--- src/rtl/player_row_ctrl.sv ---
// player_row_ctrl: player column tracking from joystick left/right, player row
// rendering as packed colour codes, and shot issue over a valid/ready handshake
// with cooldown and per-shot colour cycling.
// Optional feature macro: PLAYER_AUTOREPEAT_EN (tick-based auto-repeat of a held move).
module player_row_ctrl #(
    parameter int COLS         = 8,
    parameter int DW           = 5,
    parameter int DARK         = 31,
    parameter int COLOR_BASE   = 10,
    parameter int NUM_COLORS   = 3,
    parameter int START_POS    = 1,
    parameter int REPEAT_TICKS = 8,
    parameter int COOLDOWN     = 4,
    localparam int PW          = $clog2(COLS)
) (
    input  logic                 clk,
    input  logic                 rst,
    input  logic                 en,
    input  logic                 tick,
    input  logic [3:0]           jstkPos,
    input  logic                 shot_ready,
    output logic [COLS*DW-1:0]   PlayerRow,
    output logic [PW-1:0]        player_pos,
    output logic                 shot_valid,
    output logic [PW-1:0]        shot_pos,
    output logic [DW-1:0]        shot_color
);

    localparam int CW = (NUM_COLORS > 1) ? $clog2(NUM_COLORS) : 1;
    localparam int KW = (COOLDOWN > 0) ? $clog2(COOLDOWN + 1) : 1;

    typedef enum logic [1:0] {
        S_IDLE,
        S_PEND,
        S_COOL
    } shot_state_t;

    logic              w_left_only;
    logic              w_right_only;
    logic              w_fire;
    logic              r_left_only_prev;
    logic              r_right_only_prev;
    logic              r_fire_prev;
    logic              w_left_edge;
    logic              w_right_edge;
    logic              w_fire_edge;
    logic              w_rpt_fire;
    logic              w_step_up;
    logic              w_step_dn;
    logic [PW-1:0]     r_pos;
    logic [PW-1:0]     w_pos_nxt;
    logic [CW-1:0]     r_color_idx;
    logic [CW-1:0]     w_color_idx_nxt;
    logic [COLS*DW-1:0] r_row;
    shot_state_t       r_state;
    shot_state_t       w_state_nxt;
    logic [KW-1:0]     r_cool_cnt;
    logic [KW-1:0]     w_cool_cnt_nxt;
    logic              w_latch;
    logic              w_xfer;
    logic [PW-1:0]     r_shot_pos;
    logic [DW-1:0]     r_shot_color;
    logic              w_unused;

    assign w_unused = &{1'b0, jstkPos[1], REPEAT_TICKS[0]};

    // Edges are taken on the resolved direction, so releasing one of two held
    // buttons is a fresh press of the remaining direction.
    assign w_left_only  = jstkPos[2] & ~jstkPos[3];
    assign w_right_only = jstkPos[3] & ~jstkPos[2];
    assign w_fire       = jstkPos[0];
    assign w_left_edge  = w_left_only  & ~r_left_only_prev;
    assign w_right_edge = w_right_only & ~r_right_only_prev;
    assign w_fire_edge  = w_fire & ~r_fire_prev;

`ifdef PLAYER_AUTOREPEAT_EN
    localparam int RW = $clog2(REPEAT_TICKS + 1);

    logic [RW-1:0] r_rpt_cnt;

    assign w_rpt_fire = tick && (r_rpt_cnt <= RW'(1));

    // Auto-repeat counter: loaded on a press or repeat move, counts ticks while held.
    always_ff @(posedge clk) begin
        if (rst) begin
            r_rpt_cnt <= '0;
        end else if (en) begin
            if (!(w_left_only || w_right_only)) begin
                r_rpt_cnt <= '0;
            end else if (w_left_edge || w_right_edge || w_rpt_fire) begin
                r_rpt_cnt <= RW'(REPEAT_TICKS);
            end else if (tick) begin
                r_rpt_cnt <= r_rpt_cnt - RW'(1);
            end
        end
    end
`else
    assign w_rpt_fire = 1'b0;
`endif

    assign w_step_up = w_left_only  && (w_left_edge  || w_rpt_fire);
    assign w_step_dn = w_right_only && (w_right_edge || w_rpt_fire);

    // Next position with saturation at both ends.
    always_comb begin
        w_pos_nxt = r_pos;
        if (w_step_up && (r_pos != PW'(COLS - 1))) begin
            w_pos_nxt = r_pos + PW'(1);
        end else if (w_step_dn && (r_pos != '0)) begin
            w_pos_nxt = r_pos - PW'(1);
        end
    end

    assign w_xfer = (r_state == S_PEND) && shot_ready;

    // Colour index advances once per accepted shot.
    always_comb begin
        w_color_idx_nxt = r_color_idx;
        if (w_xfer) begin
            if (r_color_idx == CW'(NUM_COLORS - 1)) begin
                w_color_idx_nxt = '0;
            end else begin
                w_color_idx_nxt = r_color_idx + CW'(1);
            end
        end
    end

    function automatic logic [COLS*DW-1:0] render(input logic [PW-1:0] pos,
                                                 input logic [CW-1:0] cidx);
        logic [COLS*DW-1:0] row;
        row = {COLS{DW'(DARK)}};
        for (int unsigned i = 0; i < COLS; i++) begin
            if (pos == PW'(i)) begin
                row[i*DW +: DW] = DW'(COLOR_BASE) + DW'(cidx);
            end
        end
        return row;
    endfunction

    // Edge history, position, colour and the row image (rendered from next state
    // so it never lags player_pos).
    always_ff @(posedge clk) begin
        if (rst) begin
            r_left_only_prev  <= 1'b0;
            r_right_only_prev <= 1'b0;
            r_fire_prev       <= 1'b0;
            r_pos             <= PW'(START_POS);
            r_color_idx       <= '0;
            r_row             <= render(PW'(START_POS), '0);
        end else if (en) begin
            r_left_only_prev  <= w_left_only;
            r_right_only_prev <= w_right_only;
            r_fire_prev       <= w_fire;
            r_pos             <= w_pos_nxt;
            r_color_idx       <= w_color_idx_nxt;
            r_row             <= render(w_pos_nxt, w_color_idx_nxt);
        end
    end

    // Shot FSM next-state and outputs.
    always_comb begin
        w_state_nxt    = r_state;
        w_cool_cnt_nxt = r_cool_cnt;
        w_latch        = 1'b0;
        shot_valid     = 1'b0;
        case (r_state)
            S_IDLE: begin
                if (w_fire_edge) begin
                    w_state_nxt = S_PEND;
                    w_latch     = 1'b1;
                end
            end
            S_PEND: begin
                shot_valid = 1'b1;
                if (shot_ready) begin
                    if (COOLDOWN == 0) begin
                        w_state_nxt = S_IDLE;
                    end else begin
                        w_state_nxt    = S_COOL;
                        w_cool_cnt_nxt = KW'(COOLDOWN);
                    end
                end
            end
            S_COOL: begin
                if (tick) begin
                    if (r_cool_cnt <= KW'(1)) begin
                        w_state_nxt    = S_IDLE;
                        w_cool_cnt_nxt = '0;
                    end else begin
                        w_cool_cnt_nxt = r_cool_cnt - KW'(1);
                    end
                end
            end
            default: begin
                w_state_nxt    = S_IDLE;
                w_cool_cnt_nxt = '0;
            end
        endcase
    end

    // Shot FSM state, cooldown counter and latched shot payload.
    always_ff @(posedge clk) begin
        if (rst) begin
            r_state      <= S_IDLE;
            r_cool_cnt   <= '0;
            r_shot_pos   <= '0;
            r_shot_color <= DW'(COLOR_BASE);
        end else if (en) begin
            r_state    <= w_state_nxt;
            r_cool_cnt <= w_cool_cnt_nxt;
            if (w_latch) begin
                r_shot_pos   <= r_pos;
                r_shot_color <= DW'(COLOR_BASE) + DW'(r_color_idx);
            end
        end
    end

    assign PlayerRow  = r_row;
    assign player_pos = r_pos;
    assign shot_pos   = r_shot_pos;
    assign shot_color = r_shot_color;

endmodule

--- config.mk ---
export PLATFORM = sky130hd
export DESIGN_NAME = player_row_ctrl
export DESIGN_NICKNAME = d
export VERILOG_FILES = /design/src/rtl/player_row_ctrl.sv
export SDC_FILE = /design/constraint.sdc
export NUM_CORES = 1
export LEC_CHECK = 0
export BUFFER_PORTS_ARGS = -buffer_cell sky130_fd_sc_hd__buf_2
export CAP_MARGIN = 20
export CORE_MARGIN = 3
export CORE_UTILIZATION = 52
export DETAILED_ROUTE_END_ITERATION = 16
export PLACE_DENSITY = 0.76
export SYNTH_ARGS = -nofsm -noshare
export SYNTH_HDL_FRONTEND = slang
export SYNTH_SLANG_ARGS = --single-unit
--- constraint.sdc ---
create_clock -name clk -period 2.8 [get_ports clk]
set_input_delay 0 -clock clk [delete_from_list [all_inputs] [get_ports clk]]
set_output_delay 0 -clock clk [all_outputs]
set_load 0.01 [all_outputs]
# Word level (Yosys, flattened, before mapping)
# Index checks and enable logic that the tools add are counted.
dict set report totals {
  reg_bits 61
  latchBits 0
  mem_bits_rw 0
  mem_bits_ro 0
  in_bits 9
  n_memories 0
}
dict set report op_classes {
  addsub 6
  mul 0
  div_mod_pow 0
  magnitude_cmp 1
  n_eq_ne 15
  n_shift 0
  muxes 24
  bitwise 11
  reduce_logical 11
}
# op count
set op_table {}
lappend op_table {{2-to-1 mux 5 bit} 8}
lappend op_table {{2-to-1 mux 3 bit} 5}
lappend op_table {{equality test 3 bit (second input constant)} 4}
lappend op_table {{2-to-1 mux 2 bit} 6}
lappend op_table {{adder 4 x 2 -> 5 bit (first input constant)} 2}
lappend op_table {{one-hot mux 3 bit (3 select lines)} 1}
lappend op_table {{!= test 2 bit (second input constant)} 4}
lappend op_table {{equality test 3 x 2 -> 1 bit (second input constant)} 2}
lappend op_table {{inverter 1 bit} 6}
lappend op_table {{one-hot mux 2 bit (3 select lines)} 1}
lappend op_table {{subtractor 3 x 1 -> 3 bit (second input constant)} 2}
lappend op_table {{bitwise AND 1 bit} 5}
lappend op_table {{logical AND 1 bit} 5}
lappend op_table {{AND reduction 5 bit} 1}
lappend op_table {{equality test 2 bit (second input constant)} 2}
lappend op_table {{AND reduction 4 bit} 1}
lappend op_table {{adder 3 x 1 -> 3 bit (second input constant)} 1}
lappend op_table {{equality test 3 x 1 -> 1 bit (second input constant)} 1}
lappend op_table {{less-or-equal comparator 3 x 1 -> 1 bit (second input constant)} 1}
lappend op_table {{zero test 3 bit} 1}
lappend op_table {{2-to-1 mux 1 bit} 3}
lappend op_table {{!= test 3 bit (second input constant)} 1}
lappend op_table {{nonzero test 3 bit} 1}
lappend op_table {{adder 2 x 1 -> 2 bit (second input constant)} 1}
lappend op_table {{other kinds (3)} 3}

# Longest topological paths before layout
# Gate-level depths: netlist (run 1).
dict set report logic_depth {
  ltp_word 9
  mapped_depth 8
  depth_no_buf 6
}

# Worst setup path after synthesis (run 1)
# No wires, ideal clock.
dict set report synth_timing {
  kind {reg-to-reg}
  startpoint {register r_pos[0], in the netlist player_pos[0]}
  endpoint {register r_row[14], in the netlist PlayerRow[14]}
  setup_ns 0.136
  t_arrival_ns 2.152
  slack_ns 0.511
  path_stages_with_launch 7
  path_buffers 0
  period_less_slack_ns 2.289
  path_cell_list {dfxtp_1 -> inv_1 -> ha_1 -> or4b_1 -> a2bb2oi_1 -> mux2i_2 -> a31oi_1}
}
dict set report synth_via {
  elab_chain_cells 6
  word_cells_on_any_way 10
  classes_between {2 x add/sub; 2 x eq/ne; 3 x mux; 3 x reduce/logical}
}
# element line
set synth_lines {}
lappend synth_lines {{start: declaration} 50} ;# logic [PW-1:0] r_pos;
lappend synth_lines {{start signal: assignment} 147} ;# r_pos <= PW'(START_POS);
lappend synth_lines {{start signal: assignment} 154} ;# r_pos <= w_pos_nxt;
lappend synth_lines {{branches (longest 3 deep; another with subtractor 3 x 1 -> 3 bit)} n/a}
lappend synth_lines {{2-to-1 mux 3 bit (*)} 107} ;# if (w_step_up && (r_pos != PW'(COLS - 1))) begin
lappend synth_lines {{equality test 3 x 2 -> 1 bit (*)} 133} ;# if (pos == PW'(i)) begin
lappend synth_lines {{2-to-1 mux 5 bit (*)} 133}
lappend synth_lines {{end signal: assignment} 149} ;# r_row <= render(PW'(START_POS), '0);
lappend synth_lines {{end signal: assignment} 156} ;# r_row <= render(w_pos_nxt, w_color_idx_nxt);
lappend synth_lines {{end: declaration} 54} ;# logic [COLS*DW-1:0] r_row;
# Mark *: on every way between the ends.
# A chain may end at the register's enable or synchronous reset.

# Final worst setup path (run 1)
dict set report layout_timing {
  startpoint {register r_pos[0], in the netlist player_pos[0]}
  endpoint {register r_row[37], in the netlist PlayerRow[37]}
}
dict set report layout_via {
  elab_chain_cells 6
  word_cells_on_any_way 10
  classes_between {2 x add/sub; 2 x eq/ne; 3 x mux; 3 x reduce/logical}
}
# element line
set layout_lines {}
lappend layout_lines {{branches (longest 3 deep; another with subtractor 3 x 1 -> 3 bit)} n/a}
lappend layout_lines {{2-to-1 mux 3 bit (*)} 107}
lappend layout_lines {{equality test 3 bit (*)} 133}
lappend layout_lines {{2-to-1 mux 5 bit (*)} 133}
# Marked as above.

==> qor.yml, run 1 <==
critical_path:
  cp_max_fo: 8
  path_cells: "inv_1, ha_1, or4b_1, a2bb2oi_1, mux2i_2, a31oi_1"
  criticalPathCategory: "flop to flop"
  rrSetupSlack_ns: 0.36
  cp_num_buf_inv: 1
  crit_family: "flip-flops"
  r2r-end: "PlayerRow[37]"
  critical_path_arrival_ns: 2.60
  r2r-start: "player_pos[0]"
  worst_r2r_path_depth: 6
  start_kind: "flop"
  worstPathRequired_ns: 2.96
  crit_path_max_incr_delay_ns: 0.54
  crit_path_top_delay_cell: "dfxtp_1"
  worst_setup_path_end_kind: "flop"
power_and_ir_drop:
  p_per_area_nw_per_um2: 559.2
  leakagePower_uw: 0.001070
  irDropWorstVdd_v: 0.0003014
  internal_power_uw: 1101
  p_comb_frac: 0.147
  p_seq_frac: 0.512
  pwr-share-clk: 0.342
  netSwitchingPower_uw: 399.8
  switching_share: 0.2664
detailed_routing:
  post-route-drc-count: 0
  drtIter0Drc: 107
  drt-vias-per-instance: 5.501
  firstDrtPassIters: 4
  wirelength_um: 4932
  dr_total_vias: 1931
  postRouteAntennaNets: 0
  routedWlPerCell_um: 14.05
clock_network:
  numClockSinks: 51
  cts-root-buf: "clkbuf_8"
  htreeDepth: 2
  clk_pin_slew_ns: 0.09
  cts_tree: "built"
  numCtsBuffers: 5
  post_cts_buffers: 0
  clockBufferDepth: 2
  clk_latency_ns: 0.30
timing:
  hold_viol_final: 0
  fin_crit_sh: 0.8722
  setup_viol: 0
  fmax_ghz: 0.4095
  worstMarginPinSlew_ns: 0.6828
  drv_slew: 0
  rsz0062_at_grt: "false"
  fin_skew_ns: 0.007946
  min_period_ns: 2.442
  slew_headroom: 0.5437
  setup_tns_ns: 0
floorplan:
  rows: 23
  die_area_sq_um: 5320
  die_w_um: 72.94
  die_h_um: 72.94
  io_pins: 61
  initial_utilization: 0.5583
  coreArea_sq_um: 4173
synth:
  synth_flop_cell: "dfxtp_1"
  netlist_instances: 253
  ys.warnings.count: 0
  synth_edf_count: 0
  syn_area_sq_um: 2330
  synth_seq_cells: 51
  syn_avg_cell_area_sq_um: 9.208
  ys_seq_area_frac: 0.4382
  ys_types: 48
  synth-async-reset-ratio: 0
cells_and_area:
  design_area_sq_um: 2684
  multiInputGateArea_sq_um: 1165
  drive_gt1_frac: 0.2625
  area_growth_pct: 15.20
  nets: 318
  final_cell_mix: "dfxtp_1, buf_2, nor2_1"
  regArea_sq_um: 1021
  final_common_cell: "dfxtp_1"
  diodes: 0
  fillers: 372
place:
  hpwl_um: 3532
  numPortBuffers: 49
  dpl_cell_area_sq_um: 2557
  place_congestion: 0.8058
min_path:
  hold_path_class: "input port to flop"
  hp-start: "jstkPos[2]"
  hold_depth: 3
  hold_path_end: "r_left_only_prev"
status:
  outcome: "finished, final reports clean"
run:
  drv_cap: 0
global_routing:
  grt_util_all_layers: 0.1969
  grt_antenna_before_repair: 0
  first_global_vias: 1833
  grt_max_degree: 29
  grt.overflow.total: 0
  grt_pass1_wl_um: 8314
[timing repair]
action	in CTS	in global routing
hold buffers	1	0
hold endpoints to repair	1	0
gates resized for setup	0	0
[state kept, by name, summed over array words and instances, names as in the netlist]
| name | flops |
|---|---|
| r_left_only_prev | 1 |
| r_cool_cnt | 3 |
| r_fire_prev | 1 |
| shot_color | 3 |
| player_pos | 3 |
| r_right_only_prev | 1 |
| r_color_idx | 2 |
| PlayerRow | 32 |
| shot_pos | 3 |
| r_state | 2 |
[synth_stat cells (2+ instances only)]
cell	count	area share
a21oi_1	10	0.021
a311oi_2	3	0.019
a31oi_1	29	0.078
and2_1	2	0.0054
and3_1	2	0.0054
buf_4	10	0.032
buf_6	2	0.0097
clkbuf_1	8	0.013
conb_1	2	0.0032
dfxtp_1	51	0.44
ha_1	9	0.048
inv_1	10	0.016
mux2i_1	7	0.030
mux2i_2	2	0.012
mux2i_4	2	0.019
nand2_1	8	0.013
nand2b_1	6	0.016
nor2_1	48	0.077
nor3_1	9	0.019
o211ai_1	3	0.0097
o21ai_0	3	0.0064
[power by group through the flow]
stage	logic, uW	registers (uW)	clock network (uW)
floorplan	161	791	0
global placement	216	784	0
detailed placement	219	785	0
CTS	222	768	526
global route	243	772	559
finish	220	768	513
[worst register-to-register path: stages, from the launching register on]
cell and delay [ns]:
dfxtp_1 0.54, inv_1 0.12, ha_1 0.36, or4b_1 0.48, a2bb2oi_1 0.18, mux2i_2 0.45, a31oi_1 0.17
[cells by family after synthesis]
kind of cell,after synthesis,share of synthesized area
simple gates,88,0.1869
compound gates,59,0.1826
flops,51,0.4382
buf+inv,32,0.07465
mux,12,0.06606
fa+ha+maj,9,0.04834
other cells,2,0.003224
[worst max-delay path by stage]
stage | start | to | slack [ns] | cells past startpoint
6_report | player_pos[0] | PlayerRow[37] | 0.36 | 6
4_1_cts | player_pos[0] | PlayerRow[37] | 0.35 | 6
2_1_floorplan | player_pos[0] | PlayerRow[14] | 0.51 | 6
3_5_place_dp | player_pos[0] | PlayerRow[37] | 0.37 | 6
3_3_place_gp | player_pos[0] | PlayerRow[17] | 0.46 | 6
5_1_grt | player_pos[0] | PlayerRow[37] | 0.20 | 6
[metrics by stage]
stage / utilization / setup slack (ns) / std cells / hold slack (ns) / total power, uW
after global placement: 0.6129 / 0.4600 / 342 / 0.2718 / 999.8
after global routing: 0.6432 / 0.1967 / 351 / 0.01664 / 1574
after floorplan: - / 0.5111 / 261 / 0.1474 / 952.2
final: 0.6432 / 0.3578 / 351 / 0.002914 / 1501
after detailed placement: 0.6129 / 0.3733 / 342 / 0.2884 / 1004
after CTS: 0.6432 / 0.3472 / 351 / 0.002969 / 1516
[per-layer routing]
layer,vias up,share of wire,track usage
met3,10,0.049,0.03581
met2,51,0.50,0.3307
met4,0,0.017,0.08197
met5,-,0,0
li1,973,-,-
met1,897,0.43,0.2476
[final cells by class]
cell class	count	share of cell area
Clock inverter	3	0.01772
Multi-Input combinational cell	178	0.4340
Inverter	11	0.01538
Tap cell	50	0.02331
Clock buffer	5	0.02564
Sequential cell	51	0.3804
Timing Repair Buffer	53	0.1035
Power figures use the tool's default switching activity.
==> inputs of run 2 (changes only) <==
--- a/config.mk
+++ b/config.mk
@@ -8,9 +8,10 @@
 export BUFFER_PORTS_ARGS = -buffer_cell sky130_fd_sc_hd__buf_2
 export CAP_MARGIN = 20
 export CORE_MARGIN = 3
-export CORE_UTILIZATION = 52
+export CORE_UTILIZATION = 47
 export DETAILED_ROUTE_END_ITERATION = 16
-export PLACE_DENSITY = 0.76
+export PLACE_DENSITY = 0.72
 export SYNTH_ARGS = -nofsm -noshare
 export SYNTH_HDL_FRONTEND = slang
 export SYNTH_SLANG_ARGS = --single-unit
+export TNS_END_PERCENT = 50
==> constraint.sdc (replaced) <==
create_clock -name clk -period 2.2 [get_ports clk]
set_input_delay 0 -clock clk [delete_from_list [all_inputs] [get_ports clk]]
set_output_delay 0 -clock clk [all_outputs]
set_load 0.01 [all_outputs]
==> qor.yml, run 2 (synthesized netlist as in run 1, its figures left out) <==
critical_path:
  rrSetupSlack_ns: 0.13  # was 0.36 ns
  worst_setup_path_end_kind: "flop"  # unchanged
  path_cells: "ha_1, ha_1, or4b_4, o32a_2, mux2i_4, a31oi_1"  # was inv_1, ha_1, or4b_1, a2bb2oi_1, mux2i_2, a31oi_1
  crit_path_max_incr_delay_ns: 0.53  # was 0.54 ns
  start_kind: "flop"  # unchanged
  crit_family: "simple AND/OR/NAND/NOR gates"  # was flip-flops
  critical_path_arrival_ns: 2.25  # was 2.60 ns
  worst-path-stages: 6  # unchanged
  cp_max_fo: 8  # unchanged
  criticalPathCategory: "flop to flop"  # unchanged
  worst_r2r_path_depth: 6  # unchanged
  crit_path_top_delay_cell: "or4b_4"  # was dfxtp_1
  cp_num_buf_inv: 0  # was 1
  crit_top_cell: "ha_1"
  worstPathRequired_ns: 2.37  # was 2.96 ns
detailed_routing:
  drt-vias-per-instance: 5.316  # was 5.501
  routedWlPerCell_um: 13.85  # was 14.05 um
  firstDrtPassIters: 4  # unchanged
  dr_total_vias: 1999  # was 1931
  drtIter0Drc: 115  # was 107
  post-route-drc-count: 0  # unchanged
  wirelength_um: 5207  # was 4932 um
  postRouteAntennaNets: 0  # unchanged
power_and_ir_drop:
  p_comb_frac: 0.172  # was 0.147
  netSwitchingPower_uw: 532.3  # was 399.8 uW
  p_seq_frac: 0.527  # was 0.512
  internal_power_uw: 1320  # was 1101 uW
  pwr-share-clk: 0.302  # was 0.342
  p_per_area_nw_per_um2: 664.6  # was 559.2 nW/um^2
  irDropWorstVdd_v: 0.0003375  # was 0.0003014 V
  leakagePower_uw: 0.001120  # was 0.001070 uW
  switching_share: 0.2875  # was 0.2664
timing:
  fin_crit_sh: 0.9428  # was 0.8722
  slew_headroom: 0.6567  # was 0.5437
  drv_slew: 0  # unchanged
  setup_viol: 0  # unchanged
  min_period_ns: 2.074  # was 2.442 ns
  rsz0062_at_grt: "false"  # unchanged
  setup_tns_ns: 0  # unchanged
  worstMarginPinSlew_ns: 0.5131  # was 0.6828 ns
  fin_skew_ns: 0.01152  # was 0.007946 ns
  fmax_ghz: 0.4821  # was 0.4095 GHz
  fin_ws_ns: 0.1258  # was 0.3578 ns
  hold_viol_final: 0  # unchanged
cells_and_area:
  final_cell_mix: "dfxtp_1, buf_2, nor2_1"  # unchanged
  largest_reg_flops: 32  # unchanged
  nets: 328  # was 318
  fillers: 439  # was 372
  regArea_sq_um: 1023  # was 1021 sq um
  area_growth_pct: 19.60  # was 15.20%
  multiInputGateArea_sq_um: 1165  # unchanged
  diodes: 0  # unchanged
  final_cell_count_no_fill: 376  # was 351
  drive_gt1_frac: 0.2894  # was 0.2625
clock_network:
  cts_tree: "built"  # unchanged
  cts-root-buf: "clkbuf_8"  # unchanged
  clockBufferDepth: 2  # unchanged
  numClockSinks: 51  # unchanged
  clk_latency_ns: 0.31  # was 0.30 ns
  numCtsBuffers: 5  # unchanged
  clk_pin_slew_ns: 0.10  # was 0.09 ns
  htreeDepth: 2  # unchanged
global_routing:
  first_global_vias: 1866  # was 1833
  grt_util_all_layers: 0.1881  # was 0.1969
  grt_max_degree: 28  # was 29
  grt_antenna_before_repair: 0  # unchanged
  grt.overflow.total: 0  # unchanged
  grt_pass1_wl_um: 9211  # was 8314 um
floorplan:
  coreArea_sq_um: 4564  # was 4173 sq um
  die_area_sq_um: 5838  # was 5320 sq um
  io_pins: 61  # unchanged
  die_h_um: 76.41  # was 72.94 um
  rows: 24  # was 23
  initial_utilization: 0.5104  # was 0.5583
  die_w_um: 76.41  # was 72.94 um
run:
  drv_cap: 0  # unchanged
place:
  place_congestion: 0.9096  # was 0.8058
  numPortBuffers: 49  # unchanged
  hpwl_um: 3731  # was 3532 um
  post-place-ws_ns: 0.07788  # was 0.3733 ns
  placedCellCount: 365  # was 342
min_path:
  hold_depth: 3  # unchanged
  hold_path_class: "input port to flop"  # unchanged
status:
  outcome: "finished, final reports clean"  # unchanged
run 2: metrics by stage:
step,hold WS [ns],area (sq um),total power [uW],util
CTS,0.01290,2765,1854,0.6058
global placement,0.2733,2650,1291,0.5806
floorplan,0.1474,2361,1212,-
detailed placement,0.2935,2650,1296,0.5806
finish,0.01292,2786,1852,0.6105
global route,0.03027,2786,1947,0.6105
run 2: tightest hold or removal path, cell delays in order:
cell     delay, ns
buf_2         0.09
inv_1         0.11
nand2_1       0.09
run 2: per-layer routing:
| layer | part of all wire | GRT usage |
|---|---|---|
| met3 | 0.061 | 0.03428 |
| met4 | 0.012 | 0.05254 |
| met5 | 0 | 0 |
| met2 | 0.49 | 0.3207 |
| met1 | 0.43 | 0.2429 |
run 2: layout make-up:
cell class	instances	area share
clock buffers	5	0.02470
clock inverters	3	0.009430
inverters	11	0.01482
multi-input cells	178	0.4181
flip-flops and latches	51	0.3673
well taps	65	0.02919
repair buffers	63	0.1365
run 2: power by group through the flow:
stage | Combinational (uW) | Sequential (uW) | Clock, uW
after floorplan | 205 | 1010 | 0
after global placement | 295 | 995 | 0
after detailed placement | 300 | 996 | 0
after CTS | 304 | 975 | 575
after global routing | 349 | 981 | 617
final | 318 | 975 | 559
run 2: final timing paths:
kind | start | end
max | player_pos[1] | PlayerRow[20]
min | rst | shot_color[1]
max reg2reg | player_pos[1] | PlayerRow[20]
min reg2reg | PlayerRow[25] | PlayerRow[25]
run 2: what timing repair did:
item                                    4_1_cts  5_1_grt
endpoints found under the setup margin        0       13
buffers inserted                              0        1
hold buffers                                  2        0
endpoints found under the hold margin         2        0
gates resized for setup                       0        1
